$ cat config.mk
export PLATFORM = sky130hd
export DESIGN_NAME = wb_sched
export DESIGN_NICKNAME = d
export VERILOG_FILES = /design/src/rtl/wb_sched.sv
export SDC_FILE = /design/constraint.sdc
export NUM_CORES = 1
export LEC_CHECK = 0
export ABC_CLOCK_PERIOD_IN_PS = 6400
export CAP_MARGIN = 20
export CORE_MARGIN = 5
export CORE_UTILIZATION = 30
export CTS_BUF_LIST = sky130_fd_sc_hd__clkbuf_2
export DETAILED_ROUTE_END_ITERATION = 10
export GPL_ROUTABILITY_DRIVEN = 0
export PLACE_DENSITY = 0.63
export SYNTH_ARGS = -nofsm -noshare
export SYNTH_HDL_FRONTEND = slang
export SYNTH_SLANG_ARGS = --single-unit
$ cat constraint.sdc
create_clock -name clk_i -period 6.4 [get_ports clk_i]
set_input_delay 1.6 -clock clk_i [delete_from_list [all_inputs] [get_ports clk_i]]
set_output_delay 1.6 -clock clk_i [all_outputs]
set_load 0.02 [all_outputs]
$ cat src/rtl/wb_sched.sv
// Register-file write-port scheduler: arbitrates between the in-order WB stage
// and a small load-return FIFO, with WAW ordering and a load starvation bound.
module wb_sched #(
  parameter int DEPTH      = 2,
  parameter int STARVE_MAX = 3
) (
  input  logic        clk_i,
  input  logic        rst_ni,
  input  logic        pipe_wb_vld_i,
  input  logic [1:0]  pipe_wb_sel_i,
  input  logic [4:0]  pipe_rd_addr_i,
  input  logic [31:0] pipe_alu_data_i,
  input  logic [31:0] pipe_pc_four_i,
  output logic        pipe_stall_o,
  input  logic        ld_vld_i,
  input  logic [4:0]  ld_rd_addr_i,
  input  logic [31:0] ld_data_i,
  output logic        ld_rdy_o,
  output logic        rf_wren_o,
  output logic [4:0]  rf_rd_addr_o,
  output logic [31:0] rf_wb_data_o,
  output logic        ld_pending_o
);

  localparam int AW = $clog2(DEPTH);
  localparam int CW = $clog2(DEPTH + 1);
  localparam int SW = $clog2(STARVE_MAX + 1);
  localparam logic [CW-1:0] FULL_CNT   = CW'(DEPTH);
  localparam logic [SW-1:0] STARVE_LIM = SW'(STARVE_MAX);

  logic [4:0]       rdMem_q   [DEPTH];
  logic [31:0]      dataMem_q [DEPTH];
  logic [DEPTH-1:0] vld_q;
  logic [AW-1:0]    head_q, tail_q;
  logic [CW-1:0]    count_q, count_d;
  logic [SW-1:0]    starve_q, starve_d;
  logic             rfWren_q, rfWren_d;
  logic [4:0]       rfAddr_q, rfAddr_d;
  logic [31:0]      rfData_q, rfData_d;

  logic pipeReq, notEmpty, full, wawHit, ldGnt, pipeGnt, push;

  assign pipeReq  = pipe_wb_vld_i & ~pipe_wb_sel_i[1];
  assign notEmpty = (count_q != '0);
  assign full     = (count_q == FULL_CNT);
  assign push     = ld_vld_i & ~full;

  // An older buffered load to the same rd must reach the regfile first.
  always_comb begin
    wawHit = 1'b0;
    for (int i = 0; i < DEPTH; i++) begin
      if (vld_q[i] && (rdMem_q[i] == pipe_rd_addr_i)) wawHit = 1'b1;
    end
  end

  assign ldGnt   = notEmpty & (~pipeReq | full | (starve_q == STARVE_LIM) | wawHit);
  assign pipeGnt = pipeReq & ~ldGnt;

  always_comb begin
    count_d = count_q;
    if (push && !ldGnt)      count_d = count_q + CW'(1);
    else if (!push && ldGnt) count_d = count_q - CW'(1);
  end

  always_comb begin
    starve_d = starve_q;
    if (!notEmpty || ldGnt)                   starve_d = '0;
    else if (pipeGnt && starve_q != STARVE_LIM) starve_d = starve_q + SW'(1);
  end

  // Writes to x0 still consume their source but never assert the enable.
  always_comb begin
    rfWren_d = 1'b0;
    rfAddr_d = rfAddr_q;
    rfData_d = rfData_q;
    if (ldGnt) begin
      rfWren_d = (rdMem_q[head_q] != 5'd0);
      rfAddr_d = rdMem_q[head_q];
      rfData_d = dataMem_q[head_q];
    end else if (pipeGnt) begin
      rfWren_d = (pipe_rd_addr_i != 5'd0);
      rfAddr_d = pipe_rd_addr_i;
      rfData_d = pipe_wb_sel_i[0] ? pipe_alu_data_i : pipe_pc_four_i;
    end
  end

  always_ff @(posedge clk_i or negedge rst_ni) begin
    if (!rst_ni) begin
      head_q   <= '0;
      tail_q   <= '0;
      count_q  <= '0;
      vld_q    <= '0;
      starve_q <= '0;
      rfWren_q <= 1'b0;
      rfAddr_q <= '0;
      rfData_q <= '0;
    end else begin
      count_q  <= count_d;
      starve_q <= starve_d;
      rfWren_q <= rfWren_d;
      rfAddr_q <= rfAddr_d;
      rfData_q <= rfData_d;
      if (push) begin
        tail_q        <= tail_q + AW'(1);
        vld_q[tail_q] <= 1'b1;
      end
      if (ldGnt) begin
        head_q        <= head_q + AW'(1);
        vld_q[head_q] <= 1'b0;
      end
    end
  end

  always_ff @(posedge clk_i) begin
    if (push) begin
      rdMem_q[tail_q]   <= ld_rd_addr_i;
      dataMem_q[tail_q] <= ld_data_i;
    end
  end

  assign pipe_stall_o = pipeReq & ldGnt;
  assign ld_rdy_o     = ~full;
  assign ld_pending_o = notEmpty;
  assign rf_wren_o    = rfWren_q;
  assign rf_rd_addr_o = rfAddr_q;
  assign rf_wb_data_o = rfData_q;

endmodule

Word level (Yosys, flattened, before mapping)
Memories as Yosys holds them, arrays and structs flattened.
Index checks and enable logic that the tools add are counted.
Cells by class
  eq/ne operators: 5
  multiplexer cells: 21
  bitwise operators: 15
  reduce and logical (&&, ||, !) cells: 17
  add/subtract/negate cells: 5
  order comparisons: 4
Operators by type and width (number)
  $mux W32: 3
  $mux W2: 6
  $eq A5 B5 Y1: 2
  $mux W5: 2
  $reduce_bool A5 Y1: 2
  $mux W1: 8
  $reduce_bool A2 Y1: 4
  $logic_and A1 B1 Y1: 7
  $and A1 B1 Y1: 5
  $add A2 B1 Y2 const B: 2
  $eq A2 B2 Y1 const B: 2
  $lt A1 B2 Y1 const B: 2
  $not A1 Y1: 4
  $logic_not A1 Y1: 3
  $or A1 B1 Y1: 3
  $add A1 B1 Y1 const B: 2
  $and A2 B2 Y2: 1
  $demux W1 S1: 2
  $ge A1 B1 Y1 const B: 2
  $ne A2 B2 Y1 const B: 1
  $not A2 Y2: 1
  $or A2 B2 Y2: 1
  $sub A2 B1 Y2 const B: 1
  $logic_or A1 B1 Y1: 1
Storage, ports and cells
  memories kept: 2
  output and inout port bits: 41
  input bits: 112
  bits in writable memories: 74
  logic and storage cells: 77
  bits in registers: 46
Memories
  dataMem_q: words 2, width 32, rd ports 1, clocked after memory_dff 0, write ports 1, RTL line 32  | logic [31:0] dataMem_q [DEPTH];
  rdMem_q: words 2, width 5, rd ports 3, clocked after memory_dff 0, write ports 1, RTL line 31  | logic [4:0] rdMem_q [DEPTH];

Longest topological paths before layout
  word-level depth: 12
  gate-level depth with buffers: 11
  mapped depth without buffers: 9

Worst setup path after synthesis
No wires, ideal clock.
  kind: input port to output port
  start point: input port pipe_rd_addr_i[1]
  end point: output port pipe_stall_o
  data required time: 4.800 ns
  data arrival time: 2.832 ns
  stages: 7
  buffers on the path: 1
  slack: 1.968 ns
  cells stage by stage: xor2_1 > nor4_2 > nand3_1 > a21boi_2 > buf_6 > inv_6 > nor2_1
Between the ends
  longest elaborated chain between the ends: 7
  elaborated cells between the ends (all ways): 9
  classes of those cells: eq/ne (2); mux (2); bitwise (3); reduce/logical (2)
RTL lines
  from (decl): RTL line 11  | input logic [4:0] pipe_rd_addr_i,
  $eq A5 B5 Y1: RTL line 52  | if (vld_q[i] && (rdMem_q[i] == pipe_rd_addr_i)) wawHit = 1'b1;
  $logic_and A1 B1 Y1: RTL line 52
  $mux W1: RTL line 52
  $mux W1 *: RTL line 52
  $or A1 B1 Y1 *: RTL line 56  | assign ldGnt = notEmpty & (~pipeReq | full | (starve_q == STARVE_LIM) | wawHit);
  $and A1 B1 Y1 *: RTL line 56
  $and A1 B1 Y1 *: RTL line 121  | assign pipe_stall_o = pipeReq & ldGnt;
  to (decl): RTL line 14  | output logic pipe_stall_o,
Every way passes the cells marked *; elsewhere a longest branch is shown, timed or not.

Final worst setup path
Ends and elaborated chain as after synthesis.

==> flow_metrics.tcl <==
set metrics [dict create \
    status "finished, final reports clean" \
    grt_pass1_vias 3672 \
    grt_use_total_pct 12.2 \
    synth_top_family_by_area "multiplexers" \
    holdPathStages 1 \
    die_area_um2 20100 \
    fin_crit_sh_pct 87.5 \
    maxSlewViolCount 0 \
    holdPathEnd "starve_q[0]$_DFFE_PN0P_" \
    ys_seq_area_share_pct 64.6 \
    max_clock_freq_mhz 179 \
    cts_resized 0 \
    clock-sinks 120 \
    drive_gt1_share_pct 8.83 \
    power_leakage_uw 0.00299 \
    ir_drop_mv 0.164 \
    final_hold_viol_count 0 \
    reg2reg_setup_slack_ns 4.12 \
    rows 48 \
    grt_max_degree 71 \
    setup_viol 0 \
    yosys_warnings 0 \
    ios 153 \
    crit_path_end_kind "output port" \
    fill_cells 1599 \
    synth-xor-area-share_pct 2.52 \
    synth_compound_area_share_pct 3.88 \
    cts_tree "built" \
    synthAdderAreaFrac_pct 0.479 \
    critPathMaxFanout 8 \
    die_w_um 142 \
    yosys-mux-area-fraction_pct 21.6 \
    syn-cell-area_um2 5220 \
    holdBufCountCts 0 \
    wire_per_inst_um 16.1 \
    synth_cell_types 28 \
    fin_nets 633 \
    core_um2 17200 \
    slew_headroom_pct 29.8 \
    syn_inst 363 \
    rsz0062_at_grt "no" \
    worstMarginPinSlew_ns 1.05 \
    finalCriticalPeriod_ns 5.60 \
    root_buffer "clkbuf_2" \
    numCtsBuffers 17 \
    place_area_um2 6970 \
    floorplan.initialDensity_pct 30.4 \
    path_cells "clkdlybuf4s50_1 -> xor2_1 -> nor4_2 -> nand3_1 -> a21boi_4 -> inv_6 -> nor2_1 -> clkdlybuf4s50_1" \
    clk_pin_slew_ns 0.18 \
    h-tree-depth 4 \
    overflow 0 \
    crit_arrival_ns 4.00 \
    ys_ff_latch 120 \
    cp_top_family "buffers and inverters" \
    avgSynthCellArea_um2 14.4 \
    clockBufferDepth 2 \
    crit_top_cell "clkdlybuf4s50_1" \
    synthesis.nets 477 \
    hold_class "reg -> reg" \
    tns_ns 0 \
    post_cts_buffers 0 \
    r2r_end "rf_wb_data_o[20]$_DFFE_PN0P_" \
    drtIter0Drc 108 \
    drt_first_pass_iters 4 \
    cp_slowest_cell "clkdlybuf4s50_1" \
    insertion_delay_ns 0.65 \
    power_density_nw_per_um2 411 \
    crit_required_ns 4.80 \
    timing.rr.start "rdMem_q[0][1]$_DFFE_PP_" \
    routed_wl_mm 12.2 \
    dp_hpwl_mm 8.49 \
    worst_path_largest_cell_delay_ns 0.64 \
    antenna_found_initial 2 \
    vias 3411 \
    max_cap_viol_count 0 \
    vias_per_cell 4.51 \
    rr_worst_depth 6 \
    grt_pass1_wl_mm 19.2 \
    remaining_drc_errors 0 \
    fin_area_um2 7270 \
    critPathLaunchType "input port" \
    critPathKind "in -> out" \
    die_h_um 142 \
    critPathBufInv 3 \
    synthSimpleGateAreaFrac_pct 4.53 \
    place.port_buffers 152 \
    skew_ns 0.0275 \
    min-delay-start "starve_q[0]$_DFFE_PN0P_" \
    area_delta_synth_final_pct 39.3 \
    ant_nets 0 \
    diodes 0 \
]
[metrics by stage]
step                      instances  utilization [%]  power (µW)  hold WS, ns  setup slack (ns)
after floorplan                 363                -        1960        0.415              1.97
after global placement          724             40.5        2420        0.426             0.851
after detailed placement        725             40.6        2450        0.442             0.788
after CTS                       757             42.3        3040        0.461             0.772
after global routing            757             42.3        3170        0.479             0.704
final                           757             42.3        2990        0.456             0.803
[synthesized netlist by cell type (all sizes together)]
| cell type | instances | area share [%] |
|---|---|---|
| mux2 | 1 | 0.29 |
| nand2b | 2 | 0.24 |
| clkbuf | 9 | 0.65 |
| nand3 | 2 | 0.19 |
| inv | 3 | 0.31 |
| nand4 | 1 | 0.12 |
| o21a | 1 | 0.14 |
| or2 | 1 | 0.12 |
| xor2 | 6 | 1.0 |
| and3 | 4 | 0.48 |
| o21ai | 1 | 0.096 |
| ha | 2 | 0.48 |
| xnor2 | 9 | 1.5 |
| nor3b | 1 | 0.14 |
| a21boi | 1 | 0.22 |
| dfrtp | 46 | 22 |
| mux2i | 111 | 21 |
| a21oi | 34 | 3.3 |
| nor2 | 37 | 2.7 |
| edfxtp | 74 | 43 |
| nor3 | 2 | 0.19 |
| nand2 | 2 | 0.14 |
| buf | 11 | 1.5 |
| a2bb2oi | 1 | 0.17 |
| nor4 | 1 | 0.24 |
[placed cells by master (no fill, tap or decap), types with 2 or more instances in the layout]
cell / n
clkinv_4: 2
clkinv_2: 3
a21oi_1: 34
nor2_1: 36
xnor2_1: 9
inv_1: 2
xor2_1: 6
ha_1: 2
buf_4: 4
and3_1: 3
bufinv_16: 5
nor3_1: 2
dfrtp_1: 45
clkbuf_2: 19
buf_2: 2
inv_6: 2
edfxtp_1: 74
clkdlybuf4s50_1: 150
nand2_1: 2
nand3_1: 2
mux2i_1: 111
[sequential cells by signal, summed over array words and instances (netlist names)]
name	flops
head_q	1
rdMem_q	10
tail_q	1
rf_wb_data_o	32
starve_q	2
count_q	2
dataMem_q	64
rf_rd_addr_o	5
rf_wren_o	1
vld_q	2
[worst register-to-register path, cell delays in order (launching register included)]
cell      delay (ns)
edfxtp_1        0.45
xor2_1          0.17
nor4_2          0.30
nand3_1         0.20
a21boi_4        0.25
buf_4           0.55
mux2i_1         0.28
[cells by family after synthesis]
kind of cell	count (synthesis)
flops	120
buf+inv	23
xor+xnor	15
compound gates	38
fa+ha+maj	2
simple gates	53
mux	112
[metal layers]
layer	vias to the layer above	global-route usage (%)	share of wire, %
met2	97	20.9	49
li1	1649	-	-
met4	4	3.18	0.81
met1	1652	14.3	42
met5	-	0	0.25
met3	9	5.02	7.0
[cell type report]
cell class,count,area [µm²],share of cell area [%]
repair buffers,157,1560,21.5
clock inverters,13,203,2.79
inverters,3,16.3,0.224
flip-flops and latches,120,3370,46.4
well taps,225,282,3.87
clock buffers,19,95.1,1.31
multi-input cells,220,1740,23.9
[where the power goes]
part	internal, µW	leakage, µW	switching (µW)
sequential	1100	0.00123	148
clock	298	0.000176	288
combinational	575	0.00158	583
total	1970	0.00299	1020
[worst max path at each step]
stage,from,endpoint,slack [ns],depth (start not counted)
global placement,pipe_rd_addr_i[1],pipe_stall_o,0.85,8
global route,pipe_rd_addr_i[1],pipe_stall_o,0.70,8
detailed placement,pipe_rd_addr_i[1],pipe_stall_o,0.79,8
floorplan,pipe_rd_addr_i[1],pipe_stall_o,1.97,7
CTS,pipe_rd_addr_i[1],pipe_stall_o,0.77,8
finish,pipe_rd_addr_i[1],pipe_stall_o,0.80,8
(Power assumes the default switching activity.)
